[src/rtl/gb_read_sequencer_if.sv]
// ---------------------------------------------------------------------------
// gb_read_sequencer_if
// Output stream of the global-buffer read sequencer: aligned input/weight
// word pairs handed to the PE array under a valid/ready handshake.
//   m_valid   : beat valid                    (master -> slave)
//   m_in_data : input-bank word of the beat   (master -> slave)
//   m_wt_data : weight-bank word of the beat  (master -> slave)
//   m_last    : final beat of the command     (master -> slave)
//   m_ready   : downstream accept             (slave  -> master)
// ---------------------------------------------------------------------------
interface gb_read_sequencer_if #(
  parameter int DATA_WIDTH = 128
);
  logic                  m_valid;
  logic                  m_ready;
  logic [DATA_WIDTH-1:0] m_in_data;
  logic [DATA_WIDTH-1:0] m_wt_data;
  logic                  m_last;

  modport master (output m_valid, m_in_data, m_wt_data, m_last, input m_ready);
  modport slave  (input m_valid, m_in_data, m_wt_data, m_last, output m_ready);
endinterface

[src/rtl/gb_read_sequencer.sv]
// ---------------------------------------------------------------------------
// gb_read_sequencer
// Walks the input bank (00) on buffer port A and the weight bank (01) on
// port B in lockstep, absorbs the one-cycle buffer read latency and streams
// aligned word pairs through a 2-entry skid FIFO.
//
// Ports
//   clk, rstn         : clock, asynchronous active-low reset
//   start             : command strobe, honoured only when idle
//   in_base, wt_base  : first word address inside the input / weight bank
//   len               : beats to stream (0 completes without a beat)
//   wt_period         : weight reload period (GB_SEQ_WT_REPEAT_EN only)
//   raddr_a, raddr_b  : buffer read addresses, bank bits fixed to 00 / 01
//   dout_a, dout_b    : buffer read data, one cycle after the address
//   m_if              : output stream (master side)
//   busy              : high whenever the sequencer is not idle
//   done              : one-cycle pulse at command completion
//
// Build option
//   GB_SEQ_WT_REPEAT_EN : adds wt_period; the weight address reloads
//                         wt_base after every wt_period issued beats.
// ---------------------------------------------------------------------------
module gb_read_sequencer #(
  parameter int ADDR_WIDTH = 17,
  parameter int DATA_WIDTH = 128,
  parameter int LEN_WIDTH  = 16
) (
  input  logic                    clk,
  input  logic                    rstn,
  input  logic                    start,
  input  logic [ADDR_WIDTH-3:0]   in_base,
  input  logic [ADDR_WIDTH-3:0]   wt_base,
  input  logic [LEN_WIDTH-1:0]    len,
`ifdef GB_SEQ_WT_REPEAT_EN
  input  logic [LEN_WIDTH-1:0]    wt_period,
`endif
  output logic [ADDR_WIDTH-1:0]   raddr_a,
  output logic [ADDR_WIDTH-1:0]   raddr_b,
  input  logic [DATA_WIDTH-1:0]   dout_a,
  input  logic [DATA_WIDTH-1:0]   dout_b,
  gb_read_sequencer_if.master     m_if,
  output logic                    busy,
  output logic                    done
);

  localparam int WAW = ADDR_WIDTH - 2;

  typedef enum logic [1:0] {S_IDLE, S_RUN, S_DRAIN, S_DONE} state_e;

  typedef struct packed {
    logic                  last;
    logic [DATA_WIDTH-1:0] in_data;
    logic [DATA_WIDTH-1:0] wt_data;
  } entry_t;

  state_e               state_q, state_d;
  logic [WAW-1:0]       in_addr_q, in_addr_d;
  logic [WAW-1:0]       wt_addr_q, wt_addr_d;
  logic [LEN_WIDTH-1:0] len_q, len_d;
  logic [LEN_WIDTH-1:0] cnt_q, cnt_d, cnt_inc;
  logic                 inflight_q, inflight_last_q;
  entry_t               fifo_q [2];
  entry_t               head;
  logic                 wr_ptr_q, rd_ptr_q;
  logic [1:0]           occ_q;
  logic [1:0]           pending;
  logic                 issue, issue_last, push, pop;
`ifdef GB_SEQ_WT_REPEAT_EN
  logic [WAW-1:0]       wt_base_q, wt_base_d;
  logic [LEN_WIDTH-1:0] wt_period_q, wt_period_d;
  logic [LEN_WIDTH-1:0] per_cnt_q, per_cnt_d;
`endif

  // Stream side: the FIFO head is the beat on offer.
  assign head           = fifo_q[rd_ptr_q];
  assign m_if.m_valid   = (occ_q != 2'd0);
  assign m_if.m_in_data = head.in_data;
  assign m_if.m_wt_data = head.wt_data;
  assign m_if.m_last    = m_if.m_valid & head.last;

  assign pop  = m_if.m_valid & m_if.m_ready;
  assign push = inflight_q;  // read issued last cycle returns now

  // A read may only be issued if its data is guaranteed a FIFO slot when it
  // returns next cycle; a pop in this cycle frees one slot in time.
  assign pending    = occ_q + {1'b0, inflight_q};
  assign issue      = (state_q == S_RUN) &&
                      ((pending < 2'd2) || ((pending == 2'd2) && pop));
  assign cnt_inc    = cnt_q + LEN_WIDTH'(1);
  assign issue_last = (cnt_inc == len_q);

  assign raddr_a = {2'b00, in_addr_q};
  assign raddr_b = {2'b01, wt_addr_q};
  assign busy    = (state_q != S_IDLE);
  assign done    = (state_q == S_DONE);

  // NOTE: every variable written here gets its default first, so no path
  // leaves one unassigned and no latch is inferred.
  always_comb begin
    state_d   = state_q;
    in_addr_d = in_addr_q;
    wt_addr_d = wt_addr_q;
    len_d     = len_q;
    cnt_d     = cnt_q;
`ifdef GB_SEQ_WT_REPEAT_EN
    wt_base_d   = wt_base_q;
    wt_period_d = wt_period_q;
    per_cnt_d   = per_cnt_q;
`endif
    unique case (state_q)
      S_IDLE: begin
        if (start) begin
          in_addr_d = in_base;
          wt_addr_d = wt_base;
          len_d     = len;
          cnt_d     = '0;
`ifdef GB_SEQ_WT_REPEAT_EN
          wt_base_d   = wt_base;
          wt_period_d = wt_period;
          per_cnt_d   = '0;
`endif
          // An empty command still spends one cycle in DRAIN, which puts
          // done in the second cycle after the strobe.
          state_d = (len == '0) ? S_DRAIN : S_RUN;
        end
      end
      S_RUN: begin
        if (issue) begin
          cnt_d     = cnt_inc;
          in_addr_d = in_addr_q + WAW'(1);
`ifdef GB_SEQ_WT_REPEAT_EN
          if ((wt_period_q != '0) && (per_cnt_q == wt_period_q - LEN_WIDTH'(1))) begin
            wt_addr_d = wt_base_q;
            per_cnt_d = '0;
          end else begin
            wt_addr_d = wt_addr_q + WAW'(1);
            per_cnt_d = per_cnt_q + LEN_WIDTH'(1);
          end
`else
          wt_addr_d = wt_addr_q + WAW'(1);
`endif
          if (issue_last) state_d = S_DRAIN;
        end
      end
      S_DRAIN: begin
        // Leave as soon as the last beat is being accepted so done follows
        // that acceptance by exactly one cycle.
        if (!inflight_q && ((occ_q == 2'd0) || ((occ_q == 2'd1) && pop)))
          state_d = S_DONE;
      end
      S_DONE:  state_d = S_IDLE;
      default: state_d = S_IDLE;
    endcase
  end

  // NOTE: state registers use non-blocking assignments so every flop samples
  // the values from before the edge, independent of statement order.
  always_ff @(posedge clk or negedge rstn) begin
    if (!rstn) begin
      state_q         <= S_IDLE;
      in_addr_q       <= '0;
      wt_addr_q       <= '0;
      len_q           <= '0;
      cnt_q           <= '0;
      inflight_q      <= 1'b0;
      inflight_last_q <= 1'b0;
`ifdef GB_SEQ_WT_REPEAT_EN
      wt_base_q       <= '0;
      wt_period_q     <= '0;
      per_cnt_q       <= '0;
`endif
    end else begin
      state_q         <= state_d;
      in_addr_q       <= in_addr_d;
      wt_addr_q       <= wt_addr_d;
      len_q           <= len_d;
      cnt_q           <= cnt_d;
      inflight_q      <= issue;
      inflight_last_q <= issue && issue_last;
`ifdef GB_SEQ_WT_REPEAT_EN
      wt_base_q       <= wt_base_d;
      wt_period_q     <= wt_period_d;
      per_cnt_q       <= per_cnt_d;
`endif
    end
  end

  // NOTE: the two FIFO entries are reset on purpose: the head drives the
  // stream data outputs directly, and those must read zero out of reset.
  always_ff @(posedge clk or negedge rstn) begin
    if (!rstn) begin
      fifo_q[0] <= '0;
      fifo_q[1] <= '0;
      wr_ptr_q  <= 1'b0;
      rd_ptr_q  <= 1'b0;
      occ_q     <= 2'd0;
    end else begin
      if (push) begin
        fifo_q[wr_ptr_q] <= '{last: inflight_last_q, in_data: dout_a, wt_data: dout_b};
        wr_ptr_q         <= ~wr_ptr_q;
      end
      if (pop) rd_ptr_q <= ~rd_ptr_q;
      occ_q <= occ_q + {1'b0, push} - {1'b0, pop};
    end
  end

endmodule

[src/flat_wrapper.sv]
// flat-port wrapper written by rule: the top's interface ports become plain ports
module gb_read_sequencer_flat 
#(
  parameter int ADDR_WIDTH = 17,
  parameter int DATA_WIDTH = 128,
  parameter int LEN_WIDTH  = 16
)
  (clk, rstn, start, in_base, wt_base, len, raddr_a, raddr_b, dout_a, dout_b, busy, done, m_if_m_valid, m_if_m_in_data, m_if_m_wt_data, m_if_m_last, m_if_m_ready);
  gb_read_sequencer_if #(.DATA_WIDTH(DATA_WIDTH)) m_if_i ();
  input  logic clk;
  input  logic rstn;
  input  logic start;
  input  logic [ADDR_WIDTH-3:0] in_base;
  input  logic [ADDR_WIDTH-3:0] wt_base;
  input  logic [LEN_WIDTH-1:0] len;
  output logic [ADDR_WIDTH-1:0] raddr_a;
  output logic [ADDR_WIDTH-1:0] raddr_b;
  input  logic [DATA_WIDTH-1:0] dout_a;
  input  logic [DATA_WIDTH-1:0] dout_b;
  output logic busy;
  output logic done;
  output wire logic [$bits(m_if_i.m_valid)-1:0] m_if_m_valid;
  output wire logic [$bits(m_if_i.m_in_data)-1:0] m_if_m_in_data;
  output wire logic [$bits(m_if_i.m_wt_data)-1:0] m_if_m_wt_data;
  output wire logic [$bits(m_if_i.m_last)-1:0] m_if_m_last;
  input wire logic [$bits(m_if_i.m_ready)-1:0] m_if_m_ready;
  assign m_if_m_valid = m_if_i.m_valid;
  assign m_if_m_in_data = m_if_i.m_in_data;
  assign m_if_m_wt_data = m_if_i.m_wt_data;
  assign m_if_m_last = m_if_i.m_last;
  assign m_if_i.m_ready = m_if_m_ready;
  gb_read_sequencer #(.ADDR_WIDTH(ADDR_WIDTH), .DATA_WIDTH(DATA_WIDTH), .LEN_WIDTH(LEN_WIDTH)) u_core (.clk(clk), .rstn(rstn), .start(start), .in_base(in_base), .wt_base(wt_base), .len(len), .raddr_a(raddr_a), .raddr_b(raddr_b), .dout_a(dout_a), .dout_b(dout_b), .m_if(m_if_i), .busy(busy), .done(done));
endmodule
[config.mk]
export PLATFORM = sky130hd
export DESIGN_NAME = gb_read_sequencer_flat
export DESIGN_NICKNAME = d
export VERILOG_FILES = /design/src/rtl/gb_read_sequencer_if.sv /design/src/rtl/gb_read_sequencer.sv /design/src/flat_wrapper.sv
export SDC_FILE = /design/constraint.sdc
export NUM_CORES = 1
export LEC_CHECK = 0
export CAP_MARGIN = 0
export CORE_ASPECT_RATIO = 0.6
export CORE_MARGIN = 2
export CORE_UTILIZATION = 25
export DETAILED_ROUTE_END_ITERATION = 10
export GPL_ROUTABILITY_DRIVEN = 0
export MAX_ROUTING_LAYER = met4
export SLEW_MARGIN = 25
export SYNTH_ARGS = -nofsm -noshare
export SYNTH_HDL_FRONTEND = slang
export SYNTH_SLANG_ARGS = --single-unit
[constraint.sdc]
create_clock -name clk -period 2.3 [get_ports clk]
set_input_delay 0.46 -clock clk [delete_from_list [all_inputs] [get_ports clk]]
set_output_delay 0.46 -clock clk [all_outputs]
set_load 0.005 [all_outputs]
* Yosys cells after proc, flatten, opt, wreduce, memory -nomap -nowiden
Cells that the tools add are included.
** Word-level totals
- Register bits after elaboration :: 584
- Latch bits :: 0
- Bits in writable memories :: 0
- ROM bits :: 0
- Bits of input ports :: 306
- Word-level logic and storage cells :: 80
- Memories kept :: 0
** Operators by class
- $add $sub $neg :: 5
- $mul :: 0
- Divide/modulo/power cells :: 0
- $lt $le $gt $ge :: 4
- Equal/unequal tests :: 10
- Shifts and indexed selects :: 0
- Muxes and demuxes :: 21
- Bitwise operators :: 6
- Reduce and logical (&&, ||, !) cells :: 18
** Operator list (number)
- two-way mux 257 bit :: 4
- bitwise mux 514 bit :: 1
- demux 257 bit (select 1 bit) :: 1
- two-way mux 15 bit :: 4
- one-hot mux 15 bit (2 select lines) :: 2
- two-way mux 16 bit :: 2
- one-hot mux 16 bit (2 select lines) :: 1
- adder 15 x 1 -> 15 bit (second input constant) :: 2
- adder 16 x 1 -> 16 bit (second input constant) :: 1
- == test 16 bit :: 1
- zero test 16 bit :: 1
- two-way mux 2 bit :: 5
- one-hot mux 2 bit (4 select lines) :: 1
- == test 2 bit (second input constant) :: 3
- logical AND 1 bit :: 6
- != test 2 x 1 -> 1 bit (second input constant) :: 3
- nonzero test 2 bit :: 3
- == test 2 x 1 -> 1 bit (second input constant) :: 2
- >= comparator 2 bit (second input constant) :: 2
- zero test 2 bit :: 2
- NOT 1 -> 2 bit :: 2
- AND reduction 4 bit :: 1
- AND reduction 3 bit :: 1
- adder 2 x 1 -> 2 bit :: 1
- other kinds (9) :: 12

* Logic depth before layout (Yosys ltp)
Gate-level depths: netlist of the first run.
- Word-level depth :: 7
- Gate-level depth with buffers :: 10
- Gate-level depth less buffers :: 9

* Worst setup path before layout of the first run
OpenSTA, ideal clock, no wires.
- Path type :: register to register
- Start point :: register u_core.cnt_q[0]
- End point :: register u_core.state_q[0]
- Arrival time :: 2182 ps
- Required time :: 2221 ps
- Setup slack :: 39 ps
- Cell stages (with the launch flop) :: 10
- Buffers on the path :: 1
- Path through :: dfrtp_1 > ha_1 > and3_1 > buf_6 > and3_4 > and3_4 > xnor2_2 > nand4_1 > o41ai_2 > mux2i_1
** On the way
- Cells in the longest elaborated chain, start to end :: 4
** Ends and longest elaborated chain
- start: declaration :: line gb_read_sequencer.sv:60 : logic [LEN_WIDTH-1:0] cnt_q, cnt_d, cnt_inc;
- start signal: assignment :: line gb_read_sequencer.sv:177 : cnt_q <= cnt_d;
- adder 16 x 1 -> 16 bit :: line gb_read_sequencer.sv:89 : assign cnt_inc = cnt_q + LEN_WIDTH'(1);
- == test 16 bit :: line gb_read_sequencer.sv:90 : assign issue_last = (cnt_inc == len_q);
- != test 2 x 1 -> 1 bit (no line)
- AND reduction 4 bit (no line)
- end signal: assignment :: line gb_read_sequencer.sv:173 : state_q <= state_d;
- end: declaration :: line gb_read_sequencer.sv:56 : state_e state_q, state_d;
Every way passes these cells.
A chain may end at the register's enable or synchronous reset.

* Worst setup path in the final report of the first run
- Start point :: register u_core.rd_ptr_q
- End point :: output port m_if_m_in_data[21]
** On the way
- Cells in the longest elaborated chain, start to end :: 4
** Ends and longest elaborated chain
- start: declaration :: line gb_read_sequencer.sv:64 : logic wr_ptr_q, rd_ptr_q;
- start signal: assignment :: line gb_read_sequencer.sv:202 : if (pop) rd_ptr_q <= ~rd_ptr_q;
- NOT 1 -> 2 bit (not written as such) :: line gb_read_sequencer.sv:75 : assign head = fifo_q[rd_ptr_q];
- two-way mux 257 bit (not written as such) (3 in series) :: line gb_read_sequencer.sv:75
- end: declaration :: line flat_wrapper.sv:23 : output wire logic [$bits(m_if_i.m_in_data)-1:0] m_if_m_in_data;
Every way passes these cells. The select of a mux whose other input is x is not followed.

==> results of run 1 <==
## metrics by stage
| stage | util | cells |
|---|---|---|
| CTS | 0.3579 | 3941 |
| global placement | 0.3362 | 3817 |
| global route | 0.3632 | 4004 |
| finish | 0.3632 | 4004 |
| detailed placement | 0.3362 | 3817 |
| floorplan | - | 1823 |
## worst max path at each step
stage                               start                 end  slack, ps
after floorplan           u_core.cnt_q[0]   u_core.state_q[0]         40
after global placement       m_if_m_ready    u_core.cnt_q[10]        -30
after detailed placement  u_core.cnt_q[1]   u_core.state_q[1]        -90
after CTS                 u_core.rd_ptr_q  m_if_m_in_data[21]       -590
after global routing      u_core.rd_ptr_q  m_if_m_wt_data[67]       -610
final                     u_core.rd_ptr_q  m_if_m_in_data[21]       -510
## state kept, by name (all words and copies together) (netlist names)
signal                  cells
u_core.cnt_q               16
u_core.inflight_q           1
u_core.state_q              2
u_core.len_q               16
u_core.rd_ptr_q             1
u_core.wr_ptr_q             1
u_core.occ_q                2
u_core.in_addr_q           15
u_core.inflight_last_q      1
u_core.wt_addr_q           15
u_core.fifo_q             514
## report_power, final
group | leakage [nW] | total (mW) | internal [mW] | switching, mW
combinational | 7.99 | 28.5 | 17.5 | 11.0
sequential | 6.90 | 18.3 | 15.5 | 2.78
clock | 0.959 | 9.88 | 5.65 | 4.24
total | 15.8 | 56.6 | 38.6 | 18.0
## layout make-up
cell class	count	area, um2
fill	9967	65480
sequential	584	14620
multi-input combinational	1114	10980
timing repair buffer	786	7986
tap	1395	1745
clock buffer	88	1737
clock inverter	18	214.0
inverter	12	45.04
antenna	7	17.52
## kinds of logic after synthesis
group,share of synthesized area
AOI/OAI and AO/OA,0.02879
adders and majority gates,0.004341
xor gates and xnor gates,0.01076
and+or+nand+nor,0.02961
buffers and inverters,0.01934
DFF,0.5634
muxes,0.3435
other,0.0002895
## cell usage after synthesis (all sizes together), types with 2 or more instances
cell type / n / area share
nand2: 40 / 0.0058
nor2b: 5 / 0.0012
nor2: 12 / 0.0017
buf: 15 / 0.0034
conb: 2 / 0.00029
a22oi: 2 / 0.00058
and4: 3 / 0.0011
xor2: 12 / 0.0041
clkbuf: 98 / 0.014
nor3: 8 / 0.0017
nand2b: 5 / 0.0012
nand3: 29 / 0.0056
mux2: 786 / 0.34
a2bb2oi: 2 / 0.00068
a21oi: 39 / 0.0075
and3: 19 / 0.0050
inv: 12 / 0.0017
o22ai: 20 / 0.0048
or4: 2 / 0.00058
mux2i: 6 / 0.0023
nor4: 4 / 0.00096
o31ai: 7 / 0.0020
xnor2: 19 / 0.0067
nand4: 11 / 0.0027
dfrtp: 584 / 0.56
and2: 2 / 0.00053
or3: 3 / 0.00072
a21boi: 2 / 0.00058
nand3b: 2 / 0.00058
o21ai: 54 / 0.010
ha: 9 / 0.0043
## timing repair
| item | CTS | global route |
|---|---|---|
| buffers inserted | 12 | 58 |
| endpoints found under the setup margin | 260 | 288 |
| hold buffers | 1 | 0 |
| resized for setup | 380 | 369 |
| cloned | 5 | 2 |
| hold endpoints to repair | 24 | 0 |
| pin swaps | 0 | 1 |
## metal layers
metal,GRT usage,vias to the layer above
met3,0.03861,89
met4,0.02641,0
met1,0.2126,8965
met2,0.2008,375
li1,-,8063
met5,-,-
## cell usage in the layout, fill, tap and decap left out, types with 18 or more instances in the layout
cell type        count
mux2_2             755
dfrtp_1            583
clkdlybuf4s50_1    402
buf_4              109
buf_6              103
clkbuf_2            72
clkbuf_16           62
o21ai_0             53
buf_12              43
nand2_1             39
a21oi_1             39
mux2_4              31
nand3_1             29
dlymetal6s2s_1      24
o22ai_1             20
xnor2_1             18
==> results.py, run 1 <==
metrics = {
    "critical_path": {
        "start_kind": "flip-flop",
        "reg2reg_from": "u_core.cnt_q[1]",
        "crit_fanout": 21,
        "crit_required_ps": 1840,
        "r2r_slack_ps": -80,
        "critPathMaxStageDelay_ps": 460,
        "path_cells": "buf_12, buf_12, mux2_2, clkdlybuf4s50_1",
        "critPathSlowestCell": "dfrtp_4",
        "critPathKind": "flip-flop to output port",
        "worst_setup_path_end_kind": "output port",
        "r2r_end": "u_core.state_q[1]",
        "cp_num_cells": 4,
        "cp_num_buf_inv": 3,
        "rr_worst_depth": 8,
        "cpLargestDelayFamily": "buffers and inverters",
        "crit_arrival_ps": 2350,
        "cp_common_cell": "buf_12",
    },
    "synthesis": {
        "synth-edff-count": 0,
        "syn_avg_cell_area_um2": 14.25,
        "synth.ff_latch_count": 584,
        "synthesis.area_um2": 25940,
        "syn-instance-count": 1821,
        "ys_seq_area_frac": 0.5634,
        "ys.flop_type": "dfrtp_1",
        "yosysWarningCount": 0,
        "synth.distinct_cells": 47,
        "async_reset_ff_frac": 1.000,
    },
    "routing": {
        "drt_iter0_markers": 883,
        "drt-pass1-iter-count": 5,
        "wl_met2_mm": 33.23,
        "wl_met3_mm": 4.915,
        "route.detailed.drc": 0,
        "antenna_left": 0,
        "wl_met1_mm": 38.98,
        "wl_per_cell_um": 19.57,
        "vias_per_cell": 4.369,
        "routed_wl_mm": 78.36,
        "vias": 17490,
        "top_layer": "met4",
    },
    "grt": {
        "grt-ovfl-total": 0,
        "grt_pass1_vias": 18160,
        "grt_pass1_wl_mm": 117.1,
        "grt_start_max_net_pins": 65,
        "antenna_found_initial": 7,
        "grt_usage": 0.1454,
    },
    "timing": {
        "rsz0062_at_grt": "true",
        "tns_ps": -76730,
        "worst_pin_slew_ps": 632.7,
        "fin_skew_ps": 16.33,
        "fmax_mhz": 356.0,
        "fin_crit_sh": 1.221,
        "max_slew_margin": 0.5782,
        "slew_violations": 0,
        "setup_viol_count_final": 256,
        "post-route-min-period_ps": 2809,
        "holdWs_ps": 335.8,
        "hold_viol": 0,
        "fin_ws_ps": -509.0,
    },
    "power_and_ir_drop": {
        "fin_total_pwr_mw": 56.62,
        "leakage_nw": 15.85,
        "p_per_area_nw_per_um2": 1516,
        "peakVddDrop_mv": 0.8253,
    },
    "finish": {
        "final_nets": 2872,
        "synthToLayoutAreaGrowth_pct": 43.94,
        "drive_gt1_frac": 0.4789,
        "stdcell_area_um2": 37340,
    },
    "cts": {
        "cts.clk_slew.worst_paths_ps": 60,
        "cts_tree": "yes",
        "cts_sinks": 584,
        "cts_buffers": 59,
        "ctsLongestPathBuffers": 3,
        "clkLatencyLatePin_ps": 630,
        "htreeDepth": 2,
        "clockRootBuffer": "clkbuf_16",
    },
    "place": {
        "post-dp-hpwl_mm": 56.07,
        "dpl_cell_area_um2": 34560,
        "place_ws_ps": -87.92,
        "io_buffers": 595,
    },
    "floorplanning": {
        "die-area_um2": 106400,
        "core-area_um2": 102800,
        "start_util": 0.2523,
        "dieWidth_um": 419.9,
        "rows": 91,
        "dieHeight_um": 253.5,
        "io_pins": 600,
    },
    "run_status": {
        "status": "finished, violations left",
        "violations": "negative setup slack",
    },
    "worst_hold_path": {
        "hold_class": "primary input to async pin",
    },
    "run": {
        "drv_cap": 0,
    },
}
Note: power is estimated with default switching activity, not from simulation.
==> inputs of run 2 (changes only) <==
Settings changed: GPL_ROUTABILITY_DRIVEN 0 to unset.
==> results of run 2 <==
Same layout as run 1: the final DEF is identical, and so are final timing and power.
==> RTL edit 1 (config.mk and constraints of run 2) <==
`DATA_WIDTH` is set to 128 in 3 places; all go to 192.
--- a/src/rtl/gb_read_sequencer_if.sv
+++ b/src/rtl/gb_read_sequencer_if.sv
@@ -10,5 +10,5 @@
 // ---------------------------------------------------------------------------
 interface gb_read_sequencer_if #(
-  parameter int DATA_WIDTH = 128
+  parameter int DATA_WIDTH = 192
 );
   logic                  m_valid;
--- a/src/rtl/gb_read_sequencer.sv
+++ b/src/rtl/gb_read_sequencer.sv
@@ -23,5 +23,5 @@
 module gb_read_sequencer #(
   parameter int ADDR_WIDTH = 17,
-  parameter int DATA_WIDTH = 128,
+  parameter int DATA_WIDTH = 192,
   parameter int LEN_WIDTH  = 16
 ) (
--- a/src/flat_wrapper.sv
+++ b/src/flat_wrapper.sv
@@ -3,5 +3,5 @@
 #(
   parameter int ADDR_WIDTH = 17,
-  parameter int DATA_WIDTH = 128,
+  parameter int DATA_WIDTH = 192,
   parameter int LEN_WIDTH  = 16
 )
Interface: changed (resized dout_a, dout_b, m_if_m_in_data and m_if_m_wt_data); port bits go from 600 to 856. The function was not compared with the original's and may differ.
==> RTL edit 1 against run 2 <==
The run still ends with setup timing left; worst setup slack worse by 0.12 ns; power up 43%; clock power up 53%; global-route usage rose by 0.50 points; first-iteration DRC count rose by 37%; area after synthesis increased by 42%; via count increased by 43%; cell area up 44%; wire length rose by 52%; sequential cell count up 256; combinational power up 39%; largest cell class unchanged.
==> RTL edit 1: results (changes against run 2) <==
Run status:
- Result of the run: finished, violations left (unchanged).
- Failing checks: setup timing (unchanged).

Synthesis:
- The complex-gate fraction of the synthesized area is 2.14% (was 2.88%).
- The xor-xnor portion of the synthesized cell area is 0.618% (was 1.08%).
- The distinct cell type count of the synthesized netlist is 53 (was 47).
- The share of synthesized area spent on multiplexers is 36.0% (was 34.4%).
- Main area contributors after synthesis: sky130_fd_sc_hd__dfrtp_1 57%, sky130_fd_sc_hd__mux2_2 36%, sky130_fd_sc_hd__clkbuf_1 1.4%, sky130_fd_sc_hd__o21ai_0 0.72%, sky130_fd_sc_hd__a21oi_1 0.58% (was sky130_fd_sc_hd__dfrtp_1 56%, sky130_fd_sc_hd__mux2_2 34%, sky130_fd_sc_hd__clkbuf_1 1.4%, sky130_fd_sc_hd__o21ai_0 1.0%, sky130_fd_sc_hd__a21oi_1 0.75%).
- The share of synthesized area occupied by flip-flops and latches is 57.0% (was 56.3%).
- The adder and majority cell fraction of the synthesized area is 0.305% (was 0.434%).

Power and ir drop:
- The reported leakage power came to 0.0240 uW (was 0.0158 uW).
- The peak supply drop was 736 uV (was 825 uV).

STA:
- The transition time at the pin with the least slew margin is 0.597 ns (was 0.633 ns).
- The setup-violating endpoint count in the final report was 387 (was 256).
- The final setup skew is 0.0291 ns (was 0.0163 ns).
- The worst-case hold slack is 0.369 ns (was 0.336 ns).
- The least setup slack across all paths after layout came to -0.625 ns (was -0.509 ns).

Final layout:
- The sequential cell area in the final layout came to 21000 sq um (was 14600 sq um).
- The count of nets after finishing came to 4064 (was 2872).
- The number of fill cells is 14000 (was 9967).
- Largest registers: u_core.fifo_q: 770 flops, u_core.cnt_q: 16 flops, u_core.len_q: 16 flops (was u_core.fifo_q: 514 flops, u_core.cnt_q: 16 flops, u_core.len_q: 16 flops).

Detailed routing:
- The first-iteration detailed-routing DRC count is 1214 (was 883).
- The via count normalized by instance count is 4.41 (was 4.37).

Worst hold path:
- The path type of the worst min-delay path was primary input to register (was primary input to asynchronous set/reset pin).

Placed design:
- The estimated wirelength of the detail-placed design is 83800 um (was 56100 um).
- The quantity of I/O buffers inserted on ports is 851 (was 595).
- The final weighted congestion in routability-driven placement is 0.844 (was 0.906).
- The cell area after placement was 49000 sq um (was 34600 sq um).
- The post-placement worst setup slack was -0.121 ns (was -0.0879 ns).

GRT:
- The pin count of the biggest net entering global routing is 72 (was 65).
- The initial antenna violation count was 22 (was 7).
- The first-pass GRT wire length is 169000 um (was 117000 um).
- The via count of the first global-routing pass was 25700 (was 18200).
- The all-layer global routing usage is 15.0% (was 14.5%).

CTS:
- The later-pin clock latency in the skew report is 0.68 ns (was 0.63 ns).
- The number of levels in the clock H-tree is 3 (was 2).

Worst setup path:
- The critical path arrival was 2.47 ns (was 2.35 ns).
- The worst-path cell with the longest stage delay is sky130_fd_sc_hd__clkdlybuf4s50_1 (was sky130_fd_sc_hd__dfrtp_4).
- The internal reg-to-reg setup slack came to -0.19 ns (was -0.08 ns).
- The biggest cell delay along the critical path is 0.54 ns (was 0.46 ns).
- The maximum fanout along the worst path is 7 (was 21).
RTL edit 1: cell count changes after synthesis, sizes merged, moves of 3 or more:
cell and change:
clkbuf +44, nand4 -5, mux2 +384, a21oi +4, nor3 -4, dfrtp +256, mux2i +4, and2 +4
nand2 +5, xor2 -4, and3 -3
RTL edit 1: stage by stage:
| stage | TNS, ns | instances | power [uW] |
|---|---|---|---|
| 2_1_floorplan | -0.156 | 2509 | 44100 |
| 3_5_place_dp | -1.88 | 5306 | 64400 |
| 4_1_cts | -252.91 | 5468 | 79900 |
| 6_report | -144.41 | 5654 | 81000 |
| 5_1_grt | -185.88 | 5653 | 85600 |
| 3_3_place_gp | -1.38 | 5306 | 63900 |
RTL edit 1: kinds of logic (layout without fill, tap and decap cells):
kind of cell / Yosys count / in the layout
buffers and inverters: 165 / 1346
AND/OR/NAND/NOR: 148 / 148
XOR/XNOR: 26 / 26
other: 2 / 26
flip-flops: 840 / 840
AO/OA/AOI/OAI: 137 / 137
adder cells (fa/ha/maj): 9 / 9
multiplexers: 1180 / 1180
RTL edit 1: final timing paths:
check,startpoint,cells past startpoint,endpoint
max,u_core.rd_ptr_q,5,m_if_m_in_data[9]
min in group asynchronous,rstn,2,u_core.fifo_q[193]
max reg2reg,u_core.cnt_q[1],8,u_core.state_q[0]
min reg2reg,u_core.fifo_q[413],1,u_core.fifo_q[413]
max in group asynchronous,rstn,4,u_core.fifo_q[78]
min,wt_base[3],3,u_core.wt_addr_q[3]
RTL edit 1: power breakdown:
part | internal (uW) | total [uW] | switching (uW)
Combinational | 24200 | 39700 | 15500
Clock | 8870 | 15100 | 6280
Sequential | 22300 | 26200 | 3870
Total | 55300 | 81000 | 25700
RTL edit 1: final cells by class:
cell class                      instances  area share, %
Antenna cell                           22          0.102
Multi-Input combinational cell       1504           28.5
Tap cell                             1942           4.51
Timing Repair Buffer                 1176           22.1
Inverter                               10         0.0697
Sequential cell                       840           39.0
Clock buffer                          127           4.81
Clock inverter                         33          0.799
RTL edit 1: routing by layer:
layer	wire length, um	track usage, %
met2	55500	22.6
met3	6090	3.97
met5	0	-
met1	54700	19.8
met4	2660	4.37
RTL edit 1: timing repair:
item                       4_1_cts  5_1_grt
gates resized for setup         43      772
cloned                           0       24
setup endpoints to repair      392      429
hold endpoints to repair        32        0
hold buffers                     1        0
buffers inserted                 1      142
pin swaps                        0        5
RTL edit 1: worst register-to-register path, delay by kind of cell (launching register included):
family	cells	cell delay (ns)
simple gates	4	1.09
compound gates	2	0.51
flops	1	0.40
mux	1	0.23
fa+ha+maj	1	0.17
==> RTL edit 2 (settings of run 2) <==
Without the edit above. Reset style: synchronous (`rstn`), changed in 2 clocked blocks. Comments in the files are not updated.
--- a/src/rtl/gb_read_sequencer.sv
+++ b/src/rtl/gb_read_sequencer.sv
@@ -156,5 +156,5 @@
   // NOTE: state registers use non-blocking assignments so every flop samples
   // the values from before the edge, independent of statement order.
-  always_ff @(posedge clk or negedge rstn) begin
+  always_ff @(posedge clk) begin
     if (!rstn) begin
       state_q         <= S_IDLE;
@@ -188,5 +188,5 @@
   // NOTE: the two FIFO entries are reset on purpose: the head drives the
   // stream data outputs directly, and those must read zero out of reset.
-  always_ff @(posedge clk or negedge rstn) begin
+  always_ff @(posedge clk) begin
     if (!rstn) begin
       fifo_q[0] <= '0;
Formal check against the unedited RTL: differs if rstn is asserted again (counterexample within 4 cycles, from zero or initial values and one cycle with rstn low); with rstn held inactive, the same outputs for 4 cycles.
==> RTL edit 2 against run 2 <==
Wire length is 0.41% lower; synthesized cell count grew 5.6%; count of clock-buffer cells in the layout fell by 19; via count about the same; critical path depth did not move; area after synthesis grew 0.57%; clock skew increased by 0.0057 ns; critical path type unchanged; worst setup slack improved by 0.029 ns; sequential cell count is 1 higher; cell area grew 0.46%; the flow still finishes with violations (setup timing); highest routed layer unchanged; non-clock buffer count is 10 lower.
Power is not compared: it rests on default switching activity, and its combinational part moved more than twofold at a synthesized area within 25%.
==> RTL edit 2: results (changes against run 2) <==
GRT:
- The initial antenna violation count is 10 (was 7).
- The via count of the first global-routing pass is 17600 (was 18200).
- The routing usage on met3 is 3.61% (was 3.86%).
- The met1 track demand over resource in global routing came to 19.7% (was 21.3%).
- The all-layer global routing usage was 14.4% (was 14.5%).
- The met2 usage in global routing is 21.5% (was 20.1%).
- The first-pass GRT wire length is 115000 um (was 117000 um).

Run status:
- Failing checks: setup timing (unchanged).
- Result of the run: finished, violations left (unchanged).

Placed design:
- The final weighted congestion in routability-driven placement is 0.875 (was 0.906).

Synthesis:
- The leading register cell type out of synthesis is sky130_fd_sc_hd__edfxtp_1 (was sky130_fd_sc_hd__dfrtp_1).
- Main area contributors after synthesis: sky130_fd_sc_hd__edfxtp_1 59%, sky130_fd_sc_hd__and2_1 12%, sky130_fd_sc_hd__mux2_2 11%, sky130_fd_sc_hd__dfxtp_1 5.4%, sky130_fd_sc_hd__clkbuf_1 1.7% (was sky130_fd_sc_hd__dfrtp_1 56%, sky130_fd_sc_hd__mux2_2 34%, sky130_fd_sc_hd__clkbuf_1 1.4%, sky130_fd_sc_hd__o21ai_0 1.0%, sky130_fd_sc_hd__a21oi_1 0.75%).
- The adder and majority cell fraction of the synthesized area came to 0.432% (was 0.434%).
- The number of enable flip-flop cells after synthesis is 514 (was 0).
- The fraction of registers with async set or reset after synthesis is 0% (was 100%).
- The average size of a mapped cell is 13.6 sq um (was 14.2 sq um).
- The share of synthesized area occupied by flip-flops and latches is 64.6% (was 56.3%).
- The xor-xnor portion of the synthesized cell area is 1.21% (was 1.08%).

Final layout:
- The clock buffer instance count of the final layout is 69 (was 88).
- The number of fill cells is 9916 (was 9967).
- The fraction of final layout cells sized beyond drive strength 1 came to 22.2% (was 47.9%).
- The inverter count is 14 (was 12).
- The area share of buffers outside the clock network is 21.7% (was 21.4%).
- The multi-input combinational cell count is 1198 (was 1114).

Worst setup path:
- The endpoint of the worst register-to-register path is u_core.state_q[1] (unchanged).
- The biggest cell delay along the critical path is 0.44 ns (was 0.46 ns).
- The startpoint of the most critical register-to-register path is u_core.cnt_q[1] (unchanged).
- The critical path arrival is 2.32 ns (was 2.35 ns).
- The maximum fanout along the worst path was 23 (was 21).
- The destination of the critical timing path is m_if_m_wt_data[77] (was m_if_m_in_data[21]).

Detailed routing:
- The number of optimization iterations in the first detailed-route pass was 6 (was 5).
- The vias after detailed routing is 17500 (about the same).
- The wire length reported by the detailed router was 78000 um (was 78400 um).

STA:
- The least setup slack across all paths after layout is -0.480 ns (was -0.509 ns).
- The relative slew slack is 61.6% (was 57.8%).
- The setup-violating endpoint count in the final report came to 260 (was 256).

CTS:
- The count of instances resized after the clock tree is built was 196 (was 380).

Worst hold path:
- The path type of the worst min-delay path is primary input to register (was primary input to asynchronous set/reset pin).
-- RTL edit 2: cell count changes in the layout (fill, tap and decap cells not counted), sizes merged, moves of 71 or more --
cell,before,now
dfrtp,584,0
mux2,786,257
and2,2,521
edfxtp,0,514
buf,278,207
dfxtp,0,71
-- RTL edit 2: stage by stage --
stage	hold WS (ns)	setup TNS, ns	power, uW	util, %	area, sq um
after floorplan	0.448	-944.28	18300	-	26200
after global placement	0.458	-5.59	24700	34.1	35200
after detailed placement	0.461	-8.09	24700	34.1	35200
after CTS	0.363	-126.04	34400	36.1	37200
after global routing	0.409	-103.30	35800	36.4	37500
final	0.424	-72.08	34100	36.4	37500
-- RTL edit 2: where the power goes --
group          total, uW  switching, uW  internal (uW)
combinational      11300           4930           6410
clock               9180           4260           4920
sequential         13600            586          13000
-- RTL edit 2: per-layer routing --
metal / wire length, um / vias to the layer above
met1: 36400 / 8629
met4: 1080 / 0
met2: 35400 / 459
met5: 0 / -
li1: - / 8315
met3: 5180 / 77
